<file path="src/rtl/alu_pkg.sv">
// ============================================================================
// alu_pkg : opcode encodings, flag bit positions and FSM states for alu_seq
// Revision: 1.0
// ============================================================================
`default_nettype none

package alu_pkg;

  localparam logic [7:0] OP_AND  = 8'h01;
  localparam logic [7:0] OP_OR   = 8'h02;
  localparam logic [7:0] OP_XOR  = 8'h03;
  localparam logic [7:0] OP_NOT  = 8'h04;
  localparam logic [7:0] OP_ADD  = 8'h05;
  localparam logic [7:0] OP_ADDU = 8'h06;
  localparam logic [7:0] OP_ADDC = 8'h07;
  localparam logic [7:0] OP_RSH  = 8'h08;
  localparam logic [7:0] OP_SUB  = 8'h09;
  localparam logic [7:0] OP_SUBC = 8'h0A;
  localparam logic [7:0] OP_CMP  = 8'h0B;
  localparam logic [7:0] OP_ALSH = 8'h0C;
  localparam logic [7:0] OP_MUL  = 8'h0E;
  localparam logic [7:0] OP_ARSH = 8'h0F;
  localparam logic [7:0] OP_LSH  = 8'h84;

  localparam int FLG_C = 4;
  localparam int FLG_L = 3;
  localparam int FLG_F = 2;
  localparam int FLG_Z = 1;
  localparam int FLG_N = 0;

  typedef enum logic [0:0] {
    ST_IDLE = 1'b0,
    ST_MUL  = 1'b1
  } state_t;

endpackage

`default_nettype wire

</file>
<file path="src/rtl/alu_mul_iter.sv">
// ============================================================================
// alu_mul_iter : iterative shift-add unsigned multiplier, one bit per cycle
// Revision: 1.0
// ============================================================================
`default_nettype none

module alu_mul_iter #(
  parameter int WIDTH = 16
) (
  input  logic               clock,
  input  logic               reset,
  input  logic               start_i,
  input  logic [WIDTH-1:0]   a_i,
  input  logic [WIDTH-1:0]   b_i,
  output logic               busy_o,
  output logic               done_o,
  output logic [2*WIDTH-1:0] product_o
);

  localparam int CW = $clog2(WIDTH);
  localparam logic [CW-1:0] CNT_LOAD = CW'(WIDTH - 1);

  logic               busy_q, busy_d;
  logic [CW-1:0]      cnt_q, cnt_d;
  logic [WIDTH-1:0]   mcand_q, mcand_d;
  logic [2*WIDTH-1:0] prod_q, prod_d;
  logic [WIDTH:0]     w_sum;
  logic [2*WIDTH-1:0] w_step;

  // Multiplier sits in the low half and shifts out as partial sums shift in.
  assign w_sum  = {1'b0, prod_q[2*WIDTH-1:WIDTH]} + (prod_q[0] ? {1'b0, mcand_q} : '0);
  assign w_step = {w_sum, prod_q[WIDTH-1:1]};

  always_comb begin
    busy_d  = busy_q;
    cnt_d   = cnt_q;
    mcand_d = mcand_q;
    prod_d  = prod_q;
    if (busy_q) begin
      prod_d = w_step;
      cnt_d  = cnt_q - 1'b1;
      if (cnt_q == '0) begin
        busy_d = 1'b0;
        cnt_d  = '0;
      end
    end else if (start_i) begin
      busy_d  = 1'b1;
      cnt_d   = CNT_LOAD;
      mcand_d = a_i;
      prod_d  = {{WIDTH{1'b0}}, b_i};
    end
  end

  always_ff @(posedge clock) begin
    if (reset) begin
      busy_q  <= 1'b0;
      cnt_q   <= '0;
      mcand_q <= '0;
      prod_q  <= '0;
    end else begin
      busy_q  <= busy_d;
      cnt_q   <= cnt_d;
      mcand_q <= mcand_d;
      prod_q  <= prod_d;
    end
  end

  assign busy_o    = busy_q;
  assign done_o    = busy_q && (cnt_q == '0);
  assign product_o = w_step;

endmodule

`default_nettype wire

</file>
<file path="src/rtl/alu_seq.sv">
// ============================================================================
// alu_seq : registered ALU with flag register, valid/ready input and
//           multi-cycle multiplier
// Revision: 1.0
// ============================================================================
`default_nettype none

module alu_seq
  import alu_pkg::*;
#(
  parameter int WIDTH = 16
) (
  input  logic             clock,
  input  logic             reset,
  input  logic             in_valid,
  output logic             in_ready,
  input  logic [7:0]       opcode,
  input  logic [WIDTH-1:0] r1,
  input  logic [WIDTH-1:0] r2,
  output logic             out_valid,
  output logic [WIDTH-1:0] rout,
  output logic [4:0]       flags,
  output logic             illegal
);

  localparam int SHW = $clog2(WIDTH);
  localparam int MSB = WIDTH - 1;
  localparam logic [WIDTH-1:0] SH_LIMIT = WIDTH'(WIDTH);

  state_t           state_q, state_d;
  logic             out_valid_q, out_valid_d;
  logic [WIDTH-1:0] rout_q, rout_d;
  logic [4:0]       flags_q, flags_d;
  logic             illegal_q, illegal_d;

  logic               w_accept, w_mul_start, w_mul_done, w_mul_busy;
  logic [2*WIDTH-1:0] w_product;
  logic               w_cin, w_add_ovf, w_sub_ovf, w_sh_big, w_upd_zn;
  logic [WIDTH:0]     w_add, w_sub;
  logic [SHW-1:0]     w_sh;
  logic [WIDTH-1:0]   w_shl, w_shr, w_sar;

  assign w_accept    = in_valid && in_ready;
  assign w_mul_start = w_accept && (opcode == OP_MUL);

  alu_mul_iter #(.WIDTH(WIDTH)) u_mul (
    .clock     (clock),
    .reset     (reset),
    .start_i   (w_mul_start),
    .a_i       (r1),
    .b_i       (r2),
    .busy_o    (w_mul_busy),
    .done_o    (w_mul_done),
    .product_o (w_product)
  );

  // Carry-in only for ADDC/SUBC; it is the C flag left by the previous op.
  assign w_cin = ((opcode == OP_ADDC) || (opcode == OP_SUBC)) ? flags_q[FLG_C] : 1'b0;
  assign w_add = {1'b0, r1} + {1'b0, r2} + {{WIDTH{1'b0}}, w_cin};
  assign w_sub = {1'b0, r1} - {1'b0, r2} - {{WIDTH{1'b0}}, w_cin};
  assign w_add_ovf = (r1[MSB] == r2[MSB]) && (w_add[MSB] != r1[MSB]);
  assign w_sub_ovf = (r1[MSB] != r2[MSB]) && (w_sub[MSB] != r1[MSB]);

  assign w_sh_big = (r2 >= SH_LIMIT);
  assign w_sh     = r2[SHW-1:0];
  assign w_shl    = w_sh_big ? '0 : (r1 << w_sh);
  assign w_shr    = w_sh_big ? '0 : (r1 >> w_sh);
  assign w_sar    = w_sh_big ? {WIDTH{r1[MSB]}} : WIDTH'($signed(r1) >>> w_sh);

  always_comb begin
    rout_d      = rout_q;
    flags_d     = flags_q;
    illegal_d   = illegal_q;
    out_valid_d = 1'b0;
    w_upd_zn    = 1'b0;
    if (w_accept && (opcode != OP_MUL)) begin
      out_valid_d = 1'b1;
      illegal_d   = 1'b0;
      case (opcode)
        OP_AND:  rout_d = r1 & r2;
        OP_OR:   rout_d = r1 | r2;
        OP_XOR:  rout_d = r1 ^ r2;
        OP_NOT:  rout_d = ~r1;
        OP_ADD, OP_ADDC: begin
          rout_d         = w_add[WIDTH-1:0];
          flags_d[FLG_C] = w_add[WIDTH];
          flags_d[FLG_F] = w_add_ovf;
          w_upd_zn       = 1'b1;
        end
        OP_ADDU: begin
          rout_d         = w_add[WIDTH-1:0];
          flags_d[FLG_C] = w_add[WIDTH];
          w_upd_zn       = 1'b1;
        end
        OP_SUB, OP_SUBC: begin
          rout_d         = w_sub[WIDTH-1:0];
          flags_d[FLG_C] = w_sub[WIDTH];
          flags_d[FLG_F] = w_sub_ovf;
          w_upd_zn       = 1'b1;
        end
        OP_CMP: begin
          rout_d         = w_sub[WIDTH-1:0];
          flags_d[FLG_Z] = (r1 == r2);
          flags_d[FLG_L] = (r1 < r2);
          flags_d[FLG_N] = ($signed(r1) < $signed(r2));
        end
        OP_LSH, OP_ALSH: rout_d = w_shl;
        OP_RSH:          rout_d = w_shr;
        OP_ARSH:         rout_d = w_sar;
        default: begin
          rout_d    = '0;
          illegal_d = 1'b1;
        end
      endcase
    end else if (w_mul_done) begin
      out_valid_d    = 1'b1;
      illegal_d      = 1'b0;
      rout_d         = w_product[WIDTH-1:0];
      flags_d[FLG_F] = |w_product[2*WIDTH-1:WIDTH];
      w_upd_zn       = 1'b1;
    end
    if (w_upd_zn) begin
      flags_d[FLG_Z] = (rout_d == '0);
      flags_d[FLG_N] = rout_d[MSB];
    end
  end

  always_comb begin
    state_d = state_q;
    case (state_q)
      ST_IDLE: if (w_mul_start) state_d = ST_MUL;
      ST_MUL:  if (w_mul_done || !w_mul_busy) state_d = ST_IDLE;
      default: state_d = ST_IDLE;
    endcase
  end

  always_ff @(posedge clock) begin
    if (reset) begin
      state_q     <= ST_IDLE;
      out_valid_q <= 1'b0;
      rout_q      <= '0;
      flags_q     <= '0;
      illegal_q   <= 1'b0;
    end else begin
      state_q     <= state_d;
      out_valid_q <= out_valid_d;
      rout_q      <= rout_d;
      flags_q     <= flags_d;
      illegal_q   <= illegal_d;
    end
  end

  assign in_ready  = (state_q == ST_IDLE);
  assign out_valid = out_valid_q;
  assign rout      = rout_q;
  assign flags     = flags_q;
  assign illegal   = illegal_q;

endmodule

`default_nettype wire
</file>
<file path="config.mk">
export PLATFORM = sky130hd
export DESIGN_NAME = alu_seq
export DESIGN_NICKNAME = d
export VERILOG_FILES = /design/src/rtl/alu_pkg.sv /design/src/rtl/alu_mul_iter.sv /design/src/rtl/alu_seq.sv
export SDC_FILE = /design/constraint.sdc
export NUM_CORES = 1
export LEC_CHECK = 0
export ABC_CLOCK_PERIOD_IN_PS = 9800
export CAP_MARGIN = 20
export CORE_MARGIN = 8
export CORE_UTILIZATION = 40
export CTS_CLUSTER_SIZE = 8
export DETAILED_ROUTE_END_ITERATION = 10
export PLACE_DENSITY = 0.54
export RECOVER_POWER = 100
export SYNTH_ARGS = -nofsm -noshare
export SYNTH_HDL_FRONTEND = slang
export SYNTH_SLANG_ARGS = --single-unit
</file>
<file path="constraint.sdc">
create_clock -name clock -period 9.8 [get_ports clock]
set_input_delay 2.45 -clock clock [delete_from_list [all_inputs] [get_ports clock]]
set_output_delay 2.45 -clock clock [all_outputs]
set_load 0.02 [all_outputs]
</file>
==> impl_results.md, run 1 <==
* Ys Warns at 0
* 1st-iter DRT viols at about 1,300
* Mapped cell area at slightly above 9000 µm²
* Design area at about 11,000 µm²
* Combinational share of power at between 30% and 40%
* Status: complete, but fails checks
* P&R area growth vs syn at 12.71%
* CTS tree: built
* Post_cts resized at 0
* CP top delay family: simple AND/OR/NAND/NOR gates
* Share of cells above drive strength 1 at 6.677%
* Clk pwr share at approximately 34%
* Dpl hpwl at just under 30,000 µm
* Num rows at 56
* Routed Antenna Nets at 0
* Critical Path Stages at 17
* Most common cell after layout, fill and taps aside: nand2_1
* Starting Density at between 40% and 50%
* Endpoint class of the critical path: register
* Worst-Skew Late Latency at around 0.34 ns
* Sequential fraction of the synthesis area at between 10% and 20%
* Antenna violations before repair at 0
* Reg2Reg Depth at 12
* Utilization after layout at ~45%
* Vias in the first global route at 9,415
* P_sw at between 0.0003 and 0.0004 W
* Setup WS pre-CTS at about 2.1 ns
* Max cap viols at 1
* Actual slew at the worst max-slew pin at 1.769 ns
* Gr usage total at between 20% and 30%
* Leak pwr at between 4 and 5 nW
* CTS buffer count at 9
* Gpl congestion at around 1.0
* Max Transition Viols Final at 36
* DR vias/cell at 6.250
* Tcrit/Tclk final at about 77%
* Port Buf Inserts at 66
* Syn nets at approximately 1,400
* First-pass GRT wire length at between 50,000 and 60,000 µm
* Placement-stage cell area at 10,220 µm²
* Fin nets at 1,442
* Failing checks: capacitance limit, slew limit
* Total power draw at a little under 0.001 W
* Setup Viol. Count Final at 0
* Postcts setup bufs at 0
* Synth Area per Inst at 7.294 µm²
* Clock Root Buffer: clkbuf_16
* Clk buf depth at 2
* PwrDens at roughly 94 nW/µm²
* Switching Fraction at 34.52%
* Most frequent cells in the layout: 163 x nand2_1, 130 x a21oi_1, 95 x ha_1, 93 x nor2_1, 77 x dfxtp_1
* Final worst setup slack at roughly 2.2 ns
* Total grt overflow at 0
* Internal at 0.0006506 W
* Cts-stage hold buffer count at 0
* TNS Setup at 0 ns
* Fillers at between 2,000 and 2,500
* DRC violations left at 0
* Post-synth EDFFs at 0
* Synth unique cells at 82
* CTS H-tree depth at 3
* Crit Path Max Fanout at 21
* Largest stage delay on the critical path at ~0.90 ns
* Worst path required time at between 10 and 15 ns
* HP Class: register to register
* Drt wl/cell at 23.58 µm
* Final Hold Fails at 0
* Die extent in x at roughly 170 µm
* Mapped Cells at between 1,000 and 1,500
* Die height at about 170 µm
* Drt first pass iters at 7
* CP Launch Type: input port
* Placeable Area at 23,190 µm²
* Routed vias at 10,140
* Worst Clk Skew at slightly above 0.008 ns
* Crit-path slowest cell: or4_1
* F_max at about 130 MHz
* I/O pins at 67
* Final period demand of the worst path at 7.565 ns
* Ys flop type: dfxtp_1
* Post-synth ARST share at 0%
* CP Cell Sequence: dlygate4sd3_1 > or4_1 > nor2_1 > nand2_1 > o21ai_0 > nand3_1 > fa_1 > fa_1 > o21a_1 > o211ai_1 > nor3_1 > o21ai_0 > a31oi_1 > or3_1 > nor4_1 > and4_1 > a41o_1
* Rel. slew slack at -17.93%
* Largest net degree at the start of global routing at just over 80
* Number of synthesized register bits at between 70 and 80
* Bufs and invs on worst path at 1
* Worst Hold Path Cells at 2
* Die ar. at about 28,000 µm²
* WP data arrival at roughly 8 ns
* Ant diodes at 0
* Clock Sinks at 77
* Clk slew on worst S/H paths at 0.06 ns
* Routed WL at around 38,000 µm
* CP Class: input port to register
* Worst VDD drop at ~0.00007 V
* Sequential power share at a little under a third
* Setup repair after global routing missed its margin: no
## final cells by class
type,count,area (µm²),area share [%]
multi-input combinational,1056,7222,68.68
sequential,77,1541,14.66
timing repair buffer,87,797.0,7.580
tap,319,399.1,3.796
clock buffer,12,256.5,2.439
inverter,68,255.2,2.427
clock inverter,3,43.79,0.4165
## cell usage after synthesis, types with 13 or more instances
cell type	number	area share [%]
a211oi_1	13	1.0
a21o_1	15	1.2
a21oi_1	130	7.0
a31oi_1	17	1.1
and2_1	21	1.4
clkbuf_1	61	2.5
dfxtp_1	77	17
ha_1	95	13
inv_1	66	2.7
mux2_2	17	2.1
mux2i_1	40	4.3
nand2_1	163	6.6
nand3_1	51	2.7
nor2_1	93	3.7
nor2b_1	21	1.4
nor3_1	25	1.3
nor4_1	25	1.7
o211ai_1	19	1.5
o21ai_0	45	2.4
o22ai_1	21	1.4
xnor2_1	21	2.0
## power groups by stage
stage	registers, W	logic (W)	clock network [W]
final	0.000317	0.000334	0.000342
after global routing	0.000317	0.000360	0.000361
after CTS	0.000317	0.000328	0.000350
after detailed placement	0.000324	0.000326	0
after global placement	0.000324	0.000328	0
after floorplan	0.000327	0.000215	0
## kinds of logic after synthesis
| family | count (synthesis) | synth area share [%] |
|---|---|---|
| AND/OR/NAND/NOR | 475 | 24.71 |
| AO/OA/AOI/OAI | 380 | 26.76 |
| multiplexers | 69 | 9.080 |
| flip-flops | 77 | 16.52 |
| buffers and inverters | 146 | 6.116 |
| XOR/XNOR | 32 | 3.004 |
| adder cells (fa/ha/maj) | 100 | 13.81 |
## path summary, 6_finish.rpt
check / start / end / slack [ns]
max: opcode[5] / flags[1] / 2.23
min: u_mul.mcand_q[11] / u_mul.mcand_q[11] / 0.45
max reg2reg: flags[4] / flags[1] / 6.23
min reg2reg: u_mul.mcand_q[11] / u_mul.mcand_q[11] / 0.45
## through the flow
step / std cells / hold WS [ns]
2_1_floorplan: 1279 / 0.4273
5_1_grt: 1622 / 0.4745
6_report: 1622 / 0.4464
3_3_place_gp: 1606 / 0.4350
3_5_place_dp: 1606 / 0.4416
4_1_cts: 1621 / 0.4491
## metal layers
metal  vias up  track usage (%)  routed length [µm]
met3       105            3.983                3305
met1      4774            37.08               17280
met4         0            13.55                2014
met5         -                0                   0
met2       532            37.64               15650
li1       4726                -                   -
## state kept, by name (all words and copies together) (netlist names)
register / cells
flags: 5
illegal: 1
out_valid: 1
rout: 16
state_q: 1
u_mul.busy_o: 1
u_mul.cnt_q: 4
u_mul.mcand_q: 16
u_mul.prod_q: 32
## worst min-delay path, cell delays in order (launching register included)
cell and delay, ns:
dfxtp_1 0.30, nand2_1 0.05, a21oi_1 0.05
Note: power is estimated with default switching activity, not from simulation.
==> run 2, diff against run 1 <==
--- a/config.mk
+++ b/config.mk
@@ -5,7 +5,7 @@
 export SDC_FILE = /design/constraint.sdc
 export NUM_CORES = 1
 export LEC_CHECK = 0
-export ABC_CLOCK_PERIOD_IN_PS = 9800
+export ABC_CLOCK_PERIOD_IN_PS = 7250
 export CAP_MARGIN = 20
 export CORE_MARGIN = 8
 export CORE_UTILIZATION = 40
==> constraint.sdc (replaced) <==
create_clock -name clock -period 7.25 [get_ports clock]
set_input_delay 1.8125 -clock clock [delete_from_list [all_inputs] [get_ports clock]]
set_output_delay 1.8125 -clock clock [all_outputs]
set_load 0.02 [all_outputs]
==> impl_results.md, run 2 (synthesized netlist as in run 1, its figures left out) <==
* Status: complete, but fails checks
* P&R area growth vs syn at 13.96%
* WP data arrival at approximately 6.7 ns
* Num rows at 56
* Final Hold Fails at 0
* CP Launch Type: input port
* Rel. slew slack at -22.28%
* Worst VDD drop at approximately 0.00010 V
* Postcts setup bufs at 0
* 1st-iter DRT viols at between 1,000 and 1,500
* GR Util met3 at roughly 4.6%
* CTS tree: built
* Final period demand of the worst path at 6.451 ns
* I/O pins at 67
* Gpl congestion at slightly above 1
* Worst path required time at 7.46 ns
* Largest net degree at the start of global routing at 50
* GRT met2 Usage at 38.92%
* Failing checks: capacitance limit, slew limit
* Port Buf Inserts at 66
* Leak pwr at around 4.3 nW
* Routed WL at just under 40,000 µm
* Crit Path Max Fanout at 12
* Most frequent cells in the layout: 163 x nand2_1, 130 x a21oi_1, 95 x ha_1, 93 x nor2_1, 77 x dfxtp_1
* Setup Viol. Count Final at 0
* Vias in the first global route at about 9,500
* Worst-Skew Late Latency at 0.33 ns
* DR vias/cell at around 6.3
* Routed Antenna Nets at 0
* Die extent in x at between 150 and 200 µm
* Reg2Reg Depth at 10
* Dpl hpwl at 30,100 µm
* Most common cell after layout, fill and taps aside: nand2_1
* Placement-stage cell area at ~10,000 µm²
* Clock Sinks at 77
* Clk slew on worst S/H paths at about 0.06 ns
* Cts-stage hold buffer count at 0
* DRC violations left at 0
* Worst r2r src: u_mul.busy_o
* Crit Reg-Reg Endpoint: flags[1]
* Hold_ws at ~0.45 ns
* Placed cells at ~1,600
* Drt wl/cell at roughly 24 µm
* Tcrit/Tclk final at between 80 and 90%
* Actual slew at the worst max-slew pin at approximately 1.8 ns
* First-pass GRT wire length at a little under 60,000 µm
* Clock Root Buffer: clkbuf_16
* CTS buffer count at 9
* HP Class: register to register
* Worst setup path endpoint: flags[4]
* Max cap viols at 1
* Starting Density at about two fifths
* Largest register by flop count: u_mul.prod_q
* Finished Layout Cells at 1,637
* Ant diodes at 0
* Largest register FFs at 32
* Crit path from: opcode[3]
* Die ar. at roughly 28,000 µm²
* CTS H-tree depth at 3
* PwrDens at around 130 nW/µm²
* Routed vias at ~10,000
* Total grt overflow at 0
* GR peak layer: met2
* CP Class: input port to register
* Post_cts resized at 0
* Drt first pass iters at 6
* Design area at roughly 11,000 µm²
* Die height at 168.7 µm
* F_max at ~160 MHz
* Global-route met1 utilization at 37.79%
* Placeable Area at 23,190 µm²
* Gr usage total at between 20% and 30%
* Antenna violations before repair at 0
* Setup repair after global routing missed its margin: no
* Worst Clk Skew at approximately 0.008 ns
* Endpoint class of the critical path: register
* TNS Setup at 0 ns
* Register-to-register setup slack at roughly 3.4 ns
* Share of cells above drive strength 1 at 7.663%
* Fin nets at 1,456
* Clk buf depth at 2
* Max Transition Viols Final at 37
run 2: changes by cell type in the layout (fill, tap and decap cells not counted), sizes merged:
cell      before  now
clkbuf        15   14
clkinv         3    4
bufinv         1    2
clkinvlp       0    1
buf           20   33
run 2: final cells by class:
cell class / instances / area, µm²
clock buffer: 10 / 229.0
clock inverter: 6 / 86.33
fill: 2443 / 12560
inverter: 68 / 255.2
multi-input combinational: 1056 / 7222
sequential: 77 / 1541
tap: 319 / 399.1
timing repair buffer: 101 / 898.4
run 2: per-layer routing:
| metal | vias up | wire [µm] |
|---|---|---|
| met5 | - | 0 |
| met4 | 0 | 1924 |
| met3 | 88 | 3259 |
| met2 | 541 | 16030 |
| met1 | 4863 | 17890 |
| li1 | 4751 | - |
run 2: through the flow:
step | worst slack, ns | utilization, % | power [W]
5_1_grt | 0.5601 | 45.84 | 0.001433
3_5_place_dp | 0.8665 | 44.57 | 0.0008873
4_1_cts | 1.200 | 45.93 | 0.001373
6_report | 0.7993 | 45.84 | 0.001373
2_1_floorplan | 1.527 | - | 0.0007322
3_3_place_gp | 0.9301 | 44.57 | 0.0008918
run 2: how the worst min path moves through the flow:
stage / startpoint / to / slack (ns) / cells after the start
after floorplan: u_mul.mcand_q[0] / u_mul.mcand_q[0] / 0.43 / 2
after global placement: u_mul.mcand_q[11] / u_mul.mcand_q[11] / 0.43 / 2
after detailed placement: u_mul.mcand_q[0] / u_mul.mcand_q[0] / 0.44 / 2
after CTS: u_mul.mcand_q[0] / u_mul.mcand_q[0] / 0.45 / 2
after global routing: u_mul.mcand_q[0] / u_mul.mcand_q[0] / 0.46 / 2
final: u_mul.mcand_q[11] / u_mul.mcand_q[11] / 0.45 / 2
run 2: report_power, final:
group	total [W]	internal, W	switching (W)
Combinational	0.000462	0.000172	0.000290
Sequential	0.000429	0.000427	0.00000212
Clock	0.000483	0.000302	0.000181
Total	0.00137	0.000900	0.000473
run 2: worst max-delay path, stage by stage:
cell           delay (ns)
dlygate4sd3_1        0.81
nand2b_1             0.35
nor2_1               0.07
clkbuf_1             0.27
nand2_1              0.13
o21ai_0              0.08
nand3_1              0.14
inv_1                0.08
fa_1                 0.40
inv_1                0.09
fa_1                 0.20
nor2b_1              0.07
o31ai_1              0.49
a211oi_1             0.30
o31a_1               0.38
o21ai_0              0.22
nand2b_1             0.11
a2111o_1             0.42
o311ai_0             0.10
o21ai_0              0.12
==> run 3, diff against run 2 <==
--- a/config.mk
+++ b/config.mk
@@ -11,6 +11,7 @@
 export CORE_UTILIZATION = 40
 export CTS_CLUSTER_SIZE = 8
 export DETAILED_ROUTE_END_ITERATION = 10
+export MAX_ROUTING_LAYER = met4
 export PLACE_DENSITY = 0.54
 export RECOVER_POWER = 100
 export SYNTH_ARGS = -nofsm -noshare
==> impl_results.md, run 3 (synthesized netlist as in run 1, its figures left out) <==
* Status: complete, but fails checks
* Failing checks: capacitance limit, slew limit
* Most common cell after layout, fill and taps aside: nand2_1
* TNS Setup at 0 ns
* Post_cts resized at 0
* Vias in the first global route at ~9,500
* Drt wl/cell at 24.05 µm
* Die ar. at about 28,000 µm²
* Rel. slew slack at -24.23%
* Crit-path slowest cell: nor3_1
* Utilization after layout at a little under half
* Leak pwr at ~4.2 nW
* DR vias/cell at 6.294
* Starting Density at 40.22%
* CTS buffer count at 9
* Max Transition Viols Final at 37
* First-pass GRT wire length at between 50,000 and 60,000 µm
* Drt first pass iters at 6
* CP Launch Type: input port
* DRC violations left at 0
* Bufs and invs on worst path at 2
* Clk buf depth at 2
* CTS tree: built
* Postcts setup bufs at 0
* Antenna violations before repair at 0
* Endpoint class of the critical path: register
* Tcrit/Tclk final at between 90% and 100%
* CP top delay family: simple AND/OR/NAND/NOR gates
* Final worst setup slack at between 0.4 and 0.5 ns
* Routed WL at about 39,000 µm
* Placeable Area at 23,190 µm²
* Worst Clk Skew at about 0.0077 ns
* Actual slew at the worst max-slew pin at 1.863 ns
* CP Class: input port to register
* Gpl congestion at about 1.0
* Largest net degree at the start of global routing at 44
* Routed Antenna Nets at 0
* Largest register by flop count: u_mul.prod_q
* HP Class: register to register
* Crit Path Max Fanout at 26
* Worst-Skew Late Latency at approximately 0.34 ns
* Max cap viols at 1
* Share of cells above drive strength 1 at roughly 7.5%
* Setup repair after global routing missed its margin: no
* Ant diodes at 0
* Final Hold Fails at 0
* Fin nets at about 1,500
* Num rows at 56
* P&R area growth vs syn at 13.52%
* Clock Root Buffer: clkbuf_16
* Gr usage total at approximately 28%
* Total grt overflow at 0
* PwrDens at between 100 and 150 nW/µm²
* Die height at ~170 µm
* Die extent in x at 168.7 µm
* Fillers at ~2,400
* Most frequent cells in the layout: 163 x nand2_1, 130 x a21oi_1, 95 x ha_1, 93 x nor2_1, 77 x dfxtp_1
* Setup Viol. Count Final at 0
* Largest register FFs at 32
* Worst VDD drop at 0.0001213 V
* Routed vias at around 10,000
* I/O pins at 67
* Port Buf Inserts at 66
* Setup WS pre-CTS at around 0.87 ns
* Largest stage delay on the critical path at ~1.2 ns
* Clock Sinks at 77
* CTS H-tree depth at 3
* Cts-stage hold buffer count at 0
* 1st-iter DRT viols at 1,276
* CP Cell Sequence: dlygate4sd3_1 > clkbuf_1 > nand2_1 > nor3_1 > o21ai_0 > o221ai_1 > a311oi_1 > mux2i_1 > nor4_1 > and4_1 > a41o_1
* WP data arrival at roughly 7 ns
* Final period demand of the worst path at a little under 7 ns
* F_max at ~150 MHz
* Dpl hpwl at ~30,000 µm
* Worst path required time at around 7.5 ns
* Clk slew on worst S/H paths at approximately 0.06 ns
[run 3: cell types whose count changed in the layout (fill, tap and decap cells not counted), sizes merged]
cell / change
bufinv: -2
clkdlybuf4s50: -1
clkinv: +1
clkinvlp: +2
inv: -1
dlygate4sd3: +1
clkbuf: +2
buf: -2
[run 3: power by group]
part | leakage [nW] | internal [W] | switching (W)
combinational | 3.47 | 0.000171 | 0.000290
sequential | 0.622 | 0.000426 | 0.00000213
clock | 0.131 | 0.000243 | 0.000192
[run 3: worst paths after layout]
path	slack, ns	end	from	cells past startpoint
hold reg to reg	0.45	u_mul.mcand_q[13]	u_mul.mcand_q[13]	2
hold / removal	0.45	u_mul.mcand_q[13]	u_mul.mcand_q[13]	2
setup reg to reg	3.47	flags[1]	u_mul.cnt_q[0]	9
setup / recovery	0.43	flags[1]	opcode[0]	11
[run 3: through the flow]
step / instances / hold WS, ns / total power (W) / instance area, µm²
global placement: 1620 / 0.4342 / 0.0008899 / 10330
global route: 1637 / 0.4707 / 0.001381 / 10590
detailed placement: 1620 / 0.4412 / 0.0008873 / 10330
CTS: 1636 / 0.4487 / 0.001321 / 10620
finish: 1637 / 0.4486 / 0.001324 / 10590
floorplan: 1279 / 0.4273 / 0.0007322 / 9329
[run 3: worst min-delay path: stages, from the launching register on]
cell and delay [ns]:
dfxtp_1 0.30, nand2_1 0.05, a21oi_1 0.05
[run 3: per-layer routing]
layer	up-vias	wire [µm]	global-route usage, %
met1	4860	17990	38.96
li1	4773	-	-
met3	103	3288	3.005
met4	0	2237	13.82
met2	568	15860	38.41
met5	-	0	-
[run 3: layout make-up]
| class | instances | area [µm²] | share of cell area, % |
|---|---|---|---|
| timing repair buffer | 101 | 890.9 | 8.412 |
| inverter | 68 | 255.2 | 2.410 |
| multi-input combinational | 1056 | 7216 | 68.14 |
| sequential | 77 | 1541 | 14.56 |
| tap | 319 | 399.1 | 3.769 |
| clock inverter | 6 | 48.80 | 0.4608 |
| clock buffer | 10 | 239.0 | 2.257 |
